==> src/rtl/updi_pkg.sv <==
// rtl/updi_pkg.sv - shared types for the UPDI frame-buffer arbiter
package updi_pkg;

    localparam int UPDI_ADDR_W = 7;
    localparam int UPDI_DATA_W = 12;

    typedef logic [UPDI_ADDR_W-1:0] updi_addr_t;
    typedef logic [UPDI_DATA_W-1:0] updi_word_t;

    typedef enum logic [1:0] {
        UNLOCKED,
        LOCKED0,
        LOCKED1
    } arb_lock_t;

    typedef logic req_id_t;

endpackage

==> src/rtl/updi_rd_tag_pipe.sv <==
// rtl/updi_rd_tag_pipe.sv - read tag shift register routing returned words to their issuer
module updi_rd_tag_pipe
    import updi_pkg::*;
#(
    parameter int RD_LAT = 1
) (
    input  logic    clk,
    input  logic    rst,
    input  logic    push,
    input  req_id_t push_id,
    output logic    rvalid0,
    output logic    rvalid1
);

    localparam int DEPTH = 1 + RD_LAT;

    logic [DEPTH-1:0] vld_q;
    logic [DEPTH-1:0] vld_d;
    logic [DEPTH-1:0] id_q;
    logic [DEPTH-1:0] id_d;

    // Stage 0 covers the strobe cycle; the last stage lines up with dout0.
    always_comb begin
        vld_d = {vld_q[DEPTH-2:0], push};
        id_d  = {id_q[DEPTH-2:0], push_id};
    end

    always_ff @(posedge clk) begin
        if (rst) begin
            vld_q <= '0;
            id_q  <= '0;
        end else begin
            vld_q <= vld_d;
            id_q  <= id_d;
        end
    end

    assign rvalid0 = vld_q[DEPTH-1] & ~id_q[DEPTH-1];
    assign rvalid1 = vld_q[DEPTH-1] &  id_q[DEPTH-1];

endmodule

==> src/rtl/updi_mem_arbiter.sv <==
// rtl/updi_mem_arbiter.sv - round-robin, lockable arbiter sharing the UPDI frame buffer
module updi_mem_arbiter
    import updi_pkg::*;
#(
    parameter int ADDR_W = UPDI_ADDR_W,
    parameter int DATA_W = UPDI_DATA_W,
    parameter int RD_LAT = 1
) (
    input  logic              clk,
    input  logic              rst,
    input  logic              r0_valid,
    output logic              r0_ready,
    input  logic              r0_we,
    input  logic              r0_lock,
    input  logic [ADDR_W-1:0] r0_addr,
    input  logic [DATA_W-1:0] r0_wdata,
    output logic              r0_rvalid,
    output logic [DATA_W-1:0] r0_rdata,
    input  logic              r1_valid,
    output logic              r1_ready,
    input  logic              r1_we,
    input  logic              r1_lock,
    input  logic [ADDR_W-1:0] r1_addr,
    input  logic [DATA_W-1:0] r1_wdata,
    output logic              r1_rvalid,
    output logic [DATA_W-1:0] r1_rdata,
    output logic              csb0,
    output logic              web0,
    output logic [ADDR_W-1:0] addr0,
    output logic [DATA_W-1:0] din0,
    input  logic [DATA_W-1:0] dout0
);

    arb_lock_t         lock_q, lock_d;
    req_id_t           rr_ptr_q, rr_ptr_d;
    logic              csb0_q, csb0_d;
    logic              web0_q, web0_d;
    logic [ADDR_W-1:0] addr0_q, addr0_d;
    logic [DATA_W-1:0] din0_q, din0_d;
    logic [DATA_W-1:0] r0_rdata_q, r0_rdata_d;
    logic [DATA_W-1:0] r1_rdata_q, r1_rdata_d;

    logic              gnt0, gnt1, acc;
    req_id_t           acc_id;
    logic              acc_we, acc_lock;
    logic [ADDR_W-1:0] acc_addr;
    logic [DATA_W-1:0] acc_wdata;
    logic              tag_rv0, tag_rv1;

    // A held lock excludes the other requester even while the owner is idle.
    always_comb begin
        gnt0 = 1'b0;
        gnt1 = 1'b0;
        if (!rst) begin
            case (lock_q)
                LOCKED0: gnt0 = r0_valid;
                LOCKED1: gnt1 = r1_valid;
                default: begin
                    if (r0_valid && r1_valid) begin
                        gnt0 = (rr_ptr_q == 1'b0);
                        gnt1 = (rr_ptr_q == 1'b1);
                    end else begin
                        gnt0 = r0_valid;
                        gnt1 = r1_valid;
                    end
                end
            endcase
        end
    end

    assign r0_ready  = gnt0;
    assign r1_ready  = gnt1;
    assign acc       = gnt0 | gnt1;
    assign acc_id    = gnt1;
    assign acc_we    = acc_id ? r1_we    : r0_we;
    assign acc_lock  = acc_id ? r1_lock  : r0_lock;
    assign acc_addr  = acc_id ? r1_addr  : r0_addr;
    assign acc_wdata = acc_id ? r1_wdata : r0_wdata;

    always_comb begin
        lock_d = lock_q;
        case (lock_q)
            UNLOCKED: if (acc && acc_lock) lock_d = acc_id ? LOCKED1 : LOCKED0;
            LOCKED0:  if (gnt0 && !r0_lock) lock_d = UNLOCKED;
            LOCKED1:  if (gnt1 && !r1_lock) lock_d = UNLOCKED;
            default:  lock_d = UNLOCKED;
        endcase
    end

    always_ff @(posedge clk) begin
        if (rst) begin
            lock_q <= UNLOCKED;
        end else begin
            lock_q <= lock_d;
        end
    end

    always_comb begin
        rr_ptr_d = acc ? ~acc_id : rr_ptr_q;
        csb0_d   = ~acc;
        web0_d   = ~(acc & acc_we);
        addr0_d  = acc ? acc_addr : addr0_q;
        din0_d   = (acc && acc_we) ? acc_wdata : din0_q;
    end

    updi_rd_tag_pipe #(
        .RD_LAT (RD_LAT)
    ) u_tag_pipe (
        .clk     (clk),
        .rst     (rst),
        .push    (acc & ~acc_we),
        .push_id (acc_id),
        .rvalid0 (tag_rv0),
        .rvalid1 (tag_rv1)
    );

    assign r0_rvalid = tag_rv0 & ~rst;
    assign r1_rvalid = tag_rv1 & ~rst;

    // Returned word is passed straight through on its rvalid cycle, then held.
    always_comb begin
        r0_rdata_d = r0_rvalid ? dout0 : r0_rdata_q;
        r1_rdata_d = r1_rvalid ? dout0 : r1_rdata_q;
    end

    assign r0_rdata = r0_rdata_d;
    assign r1_rdata = r1_rdata_d;

    always_ff @(posedge clk) begin
        if (rst) begin
            rr_ptr_q   <= 1'b0;
            csb0_q     <= 1'b1;
            web0_q     <= 1'b1;
            addr0_q    <= '0;
            din0_q     <= '0;
            r0_rdata_q <= '0;
            r1_rdata_q <= '0;
        end else begin
            rr_ptr_q   <= rr_ptr_d;
            csb0_q     <= csb0_d;
            web0_q     <= web0_d;
            addr0_q    <= addr0_d;
            din0_q     <= din0_d;
            r0_rdata_q <= r0_rdata_d;
            r1_rdata_q <= r1_rdata_d;
        end
    end

    assign csb0  = csb0_q;
    assign web0  = web0_q;
    assign addr0 = addr0_q;
    assign din0  = din0_q;

endmodule

==> config.mk <==
export PLATFORM = sky130hd
export DESIGN_NAME = updi_mem_arbiter
export DESIGN_NICKNAME = d
export VERILOG_FILES = /design/src/rtl/updi_pkg.sv /design/src/rtl/updi_rd_tag_pipe.sv /design/src/rtl/updi_mem_arbiter.sv
export SDC_FILE = /design/constraint.sdc
export NUM_CORES = 1
export LEC_CHECK = 0
export BUFFER_PORTS_ARGS = -buffer_cell sky130_fd_sc_hd__buf_2
export CAP_MARGIN = 0
export CORE_ASPECT_RATIO = 2
export CORE_MARGIN = 1
export CORE_UTILIZATION = 46
export CTS_BUF_LIST = sky130_fd_sc_hd__clkbuf_8 sky130_fd_sc_hd__clkbuf_16
export DETAILED_ROUTE_END_ITERATION = 16
export GPL_TIMING_DRIVEN = 0
export PLACE_DENSITY = 0.79
export SYNTH_ARGS = -nofsm -noshare
export SYNTH_HDL_FRONTEND = slang
export SYNTH_SLANG_ARGS = --single-unit
==> constraint.sdc <==
create_clock -name clk -period 2.7 [get_ports clk]
set_input_delay 0 -clock clk [delete_from_list [all_inputs] [get_ports clk]]
set_output_delay 0 -clock clk [all_outputs]
set_load 0.01 [all_outputs]
### After elaboration in Yosys (flattened, before gate mapping)

Index checks and enable logic that the tools add are counted.

| storage, ports and cells | value |
|---|---|
| flip-flop bits (word level) | 52 |
| output and inout bits | 49 |
| word-level logic and storage cells | 55 |

| cells by class | value |
|---|---|
| equality and inequality tests | 5 |
| multiplexer cells | 17 |
| bitwise operators | 14 |
| reductions and logical operators | 9 |

Operator list:

| kind | number |
|---|---|
| $mux W12 | 3 |
| $mux W2 | 4 |
| $mux W7 | 1 |
| $not A1 Y1 | 7 |
| $and A1 B1 Y1 | 6 |
| $mux W1 | 6 |
| $ne A2 B2 Y1 const B | 3 |
| $pmux W2 S3 | 1 |
| $logic_and A1 B1 Y1 | 5 |
| $pmux W1 S2 | 2 |
| $reduce_and A3 Y1 | 1 |
| $eq A2 B1 Y1 const B | 1 |
| $eq A2 B2 Y1 const B | 1 |
| $logic_not A1 Y1 | 2 |
| $logic_not A2 Y1 | 1 |
| $or A1 B1 Y1 | 1 |

### Depth between registers and ports, before layout

| logic depth | value |
|---|---|
| depth after elaboration | 8 |
| mapped depth | 8 |
| mapped depth without buffers | 7 |

### Hierarchy

Synthesis repeated with hierarchy kept, for this count alone.

| unflattened totals | value |
|---|---|
| cell total of the unflattened synthesis | 213 |
| area, all modules | 2339.7 sq um |

By module, submodules not included:

| module | instances | cells an instance | area each (sq um) | sequential area each (sq um) |
|---|---|---|---|---|
| updi_mem_arbiter | 1 | 203 | 2218.4 | 960.9 |
| updi_rd_tag_pipe | 1 | 10 | 121.4 | 80.1 |

### Least setup slack after synthesis

No wires, ideal clock.

| timing path | value |
|---|---|
| path type | register to register |
| start point | reg lock_q[1] |
| end point | reg din0_q[10] (netlist: din0[10]) |
| library setup time | 0.072 ns |
| arrival | 1.867 ns |
| required time | 2.628 ns |
| slack | 0.761 ns |
| cell stages (with the launch flop) | 9 |
| buffers on the path | 2 |
| period minus slack after synthesis | 1.939 ns |
| cells stage by stage | dfxtp_1 > inv_1 > ha_1 > nor2b_1 > or3_1 > buf_6 > a31oi_4 > buf_8 > mux2i_1 |

| between the ends | value |
|---|---|
| word-level cells in the longest chain between the ends | 5 |
| elaborated cells on any way between the ends | 10 |

Ends and longest elaborated chain:

| what | RTL line | RTL |
|---|---|---|
| start, declared | updi_mem_arbiter.sv:34 | `arb_lock_t lock_q, lock_d;` |
| start signal, assigned | updi_mem_arbiter.sv:94 | `lock_q <= lock_d;` |
| $eq A2 B2 Y1 or $eq A2 B1 Y1 (tied branches) | updi_mem_arbiter.sv:55 | `case (lock_q)` |
| $pmux W1 S2 | updi_mem_arbiter.sv:55 |  |
| $mux W1 | updi_mem_arbiter.sv:54 | `if (!rst) begin` |
| $or A1 B1 Y1 or $mux W1 (tied branches) | updi_mem_arbiter.sv:73, updi_mem_arbiter.sv:75 |  |
| $logic_and A1 B1 Y1 | updi_mem_arbiter.sv:103 | `din0_d = (acc && acc_we) ? acc_wdata : din0_q;` |
| end signal, assigned | updi_mem_arbiter.sv:143 | `din0_q <= din0_d;` |
| end, declared | updi_mem_arbiter.sv:39 | `logic [DATA_W-1:0] din0_q, din0_d;` |

Several ways; a longest one is shown, not always the timed one.
A chain may end at the register's enable or synchronous reset.

### Worst setup path after layout

| timing path | value |
|---|---|
| start point | reg lock_q[1] |
| end point | reg din0_q[6] (netlist: din0[6]) |

Same word-level chain as after synthesis.

==> flow_summary.ini <==
[setup_path]
cp_data_arrival_time_ns = 2.69
r2r-end = din0[6]
cp_max_fo = 10
reg2reg_depth = 9
path_class = reg2reg
r2r_slack_ns = 0.22
cp-start-kind = register
crit_required_ns = 2.91
endpoint_kind = register
r2r-start = lock_q[1]

[timing]
fin_skew_ns = 0.008983
setup_viol = 0
final_max_slew_viol_count = 0
fin_crit_ns = 2.478
whs_ns = 0.01974
min_period_over_period = 0.9176
slew_headroom = 0.6355
max_freq_mhz = 403.6
rsz0062_at_grt = false
tightest_slew_ns = 0.5455
hold_violations = 0
fin_tns_setup_ns = 0

[drt]
via_per_inst = 5.041
wl_um = 5951
vias = 2112
postRouteAntennaNets = 0
wl_per_cell_um = 14.20
drt-pass1-iter-count = 4
first_iter_violations = 27
drc_errors = 0

[hold_path]
hold_depth = 3
min-delay-start = r0_addr[6]
worst_hold_path.endpoint = addr0[6]
min_path_type = in2reg

[placed_design]
io_buffers = 106
gp_congestion = 0.8396
dp_hpwl_um = 4084

[global_route]
antenna_found_initial = 0
grt_use_met1 = 0.2076
met2_usage = 0.4556
grt_first_pass_wirelength_um = 9197
grtUsageMet3 = 0.05605
first_global_vias = 2119
grt_overflow = 0
grt_max_degree = 17
grt_usage = 0.2344
grt_busiest_layer = met2

[yosys]
ys_async_sr_fraction = 0
ys.flop_type = dfxtp_1
ys_seq_area_frac = 0.4480
syn-num-nets = 274
synth.avg_cell_area_um2 = 10.91
synth-edff-count = 0
syn_inst = 213
synthTopCellsByArea = dfxtp_1 (45%), mux2i_1 (13%), mux2_2 (12%), nor2b_1 (7.8%), nand2b_1 (3.5%)
yosys_register_bits = 52
synthDistinctLibCells = 35
yosys_warnings = 0
synth_top_area_share = 0.4480
syn-cell-area_um2 = 2323
synth_top_cell_by_area = dfxtp_1

[cells_and_area]
nNetsFinal = 422
final.fill_count = 418
final_core_util = 0.6998
antenna_cells = 0
drive_gt1_frac = 0.4199
syn_to_final_growth_pct = 46.53

[floorplan]
start_util = 0.4776
die_area_um2 = 5357
num_rows = 36
die_w_um = 52.26
fp.coreArea_um2 = 4865
fp.dieH_um = 102.5
pin_count = 107

[cts]
clk_pin_slew_ns = 0.10
cts_root_buf = clkbuf_8
clock_latency_ns = 0.32
clock_sinks = 52
cts_tree = done
postCtsSetupRepairBufs = 0
cts_max_level = 2
cts_buffer_depth = 2
cts_buffers = 5

[pwr]
power.density_nw_per_um2 = 687.0
power.leakage_uw = 0.001756
ir_drop_uv = 526.3

[run]
drv_cap = 0

[outcome]
status = finished, final reports clean
==> what timing repair did <==
action,in CTS,in global routing
endpoints found under the setup margin,0,11
endpoints found under the hold margin,22,0
hold buffers,35,0
gates resized for setup,0,2
==> report_power, final <==
| group | total, µW | internal, µW | switching [µW] | leakage (µW) |
|---|---|---|---|---|
| Combinational | 861 | 439 | 422 | 0.00128 |
| Clock | 534 | 274 | 259 | 0.0000541 |
| Sequential | 944 | 889 | 55.6 | 0.000424 |
| Total | 2340 | 1600 | 737 | 0.00176 |
==> how the worst max path moves through the flow <==
stage,startpoint,to,slack [ns],cells after the start
5_1_grt,lock_q[1],din0[6],0.09,9
4_1_cts,lock_q[0],din0[1],0.1,9
2_1_floorplan,lock_q[1],din0[10],0.76,8
3_3_place_gp,lock_q[0],din0[3],0.61,8
3_5_place_dp,lock_q[1],din0[2],0.55,8
6_report,lock_q[1],din0[6],0.22,9
==> Yosys cell counts (all sizes together) (2+ instances only) <==
cell,count
nand3,2
nor3b,2
a211oi,7
nand2b,14
o21ai,2
inv,6
dfxtp,52
mux2,24
nor2b,29
nand2,3
nor2,9
ha,3
clkbuf,5
buf,8
mux2i,31
==> stage by stage <==
stage / power [µW] / cell area (µm²) / setup WS, ns / instances
3_5_place_dp: 1712 / 2925 / 0.5474 / 376
4_1_cts: 2322 / 3387 / 0.09567 / 419
6_report: 2339 / 3405 / 0.2224 / 419
2_1_floorplan: 1460 / 2323 / 0.7611 / 213
3_3_place_gp: 1691 / 2925 / 0.6133 / 376
5_1_grt: 2466 / 3405 / 0.09411 / 419
==> area by class of cell <==
cell class / instances / area, µm² / share of cell area
Clock inverter: 3 / 42.54 / 0.01250
Clock buffer: 5 / 68.82 / 0.02021
Tap cell: 57 / 71.32 / 0.02095
Buffer: 13 / 80.08 / 0.02352
Sequential cell: 52 / 1041 / 0.3058
Multi-Input combinational cell: 142 / 1197 / 0.3517
Inverter: 6 / 22.52 / 0.006615
Timing Repair Buffer: 141 / 880.8 / 0.2587
==> routing by layer <==
metal,up-vias,wire (µm)
met5,-,0
met4,0,179
met3,13,348
met2,76,3372
met1,997,2050
li1,1026,-
==> logic make-up after synthesis <==
| family | after synthesis | share of synthesized area |
|---|---|---|
| AND/OR/NAND/NOR | 67 | 0.1804 |
| multiplexers | 55 | 0.2499 |
| flip-flops | 52 | 0.4480 |
| buffers and inverters | 19 | 0.04415 |
| AO/OA/AOI/OAI | 17 | 0.06140 |
| adder cells (fa/ha/maj) | 3 | 0.01616 |
==> registers in the layout (all words and copies together), names as in the netlist <==
register,cells
web0,1
rr_ptr_q,1
addr0,7
r0_rdata_q,12
u_tag_pipe.vld_q,2
csb0,1
lock_q,2
u_tag_pipe.id_q,2
din0,12
r1_rdata_q,12
==> critical path: stages (launching register included) <==
cell and delay, ns:
dfxtp_1 0.37, inv_1 0.10, ha_4 0.30, nor3b_2 0.05
or3_1 0.38, buf_6 0.15, buf_4 0.19, mux2i_1 0.18
dlygate4sd3_1 0.58, mux2i_1 0.06
==> cell usage in the layout (no fill, tap or decap), types with 2 or more instances in the layout <==
cell,count
inv_1,6
mux2_2,24
buf_2,110
buf_4,2
dfxtp_1,52
nor2_1,9
clkbuf_1,5
ha_1,2
mux2i_1,31
nand2b_1,13
nand2_1,3
nor2b_1,29
dlygate4sd3_1,35
clkbuf_8,5
a211oi_1,7
nand3_1,2
o21ai_0,2
Power figures use the tool's default switching activity.
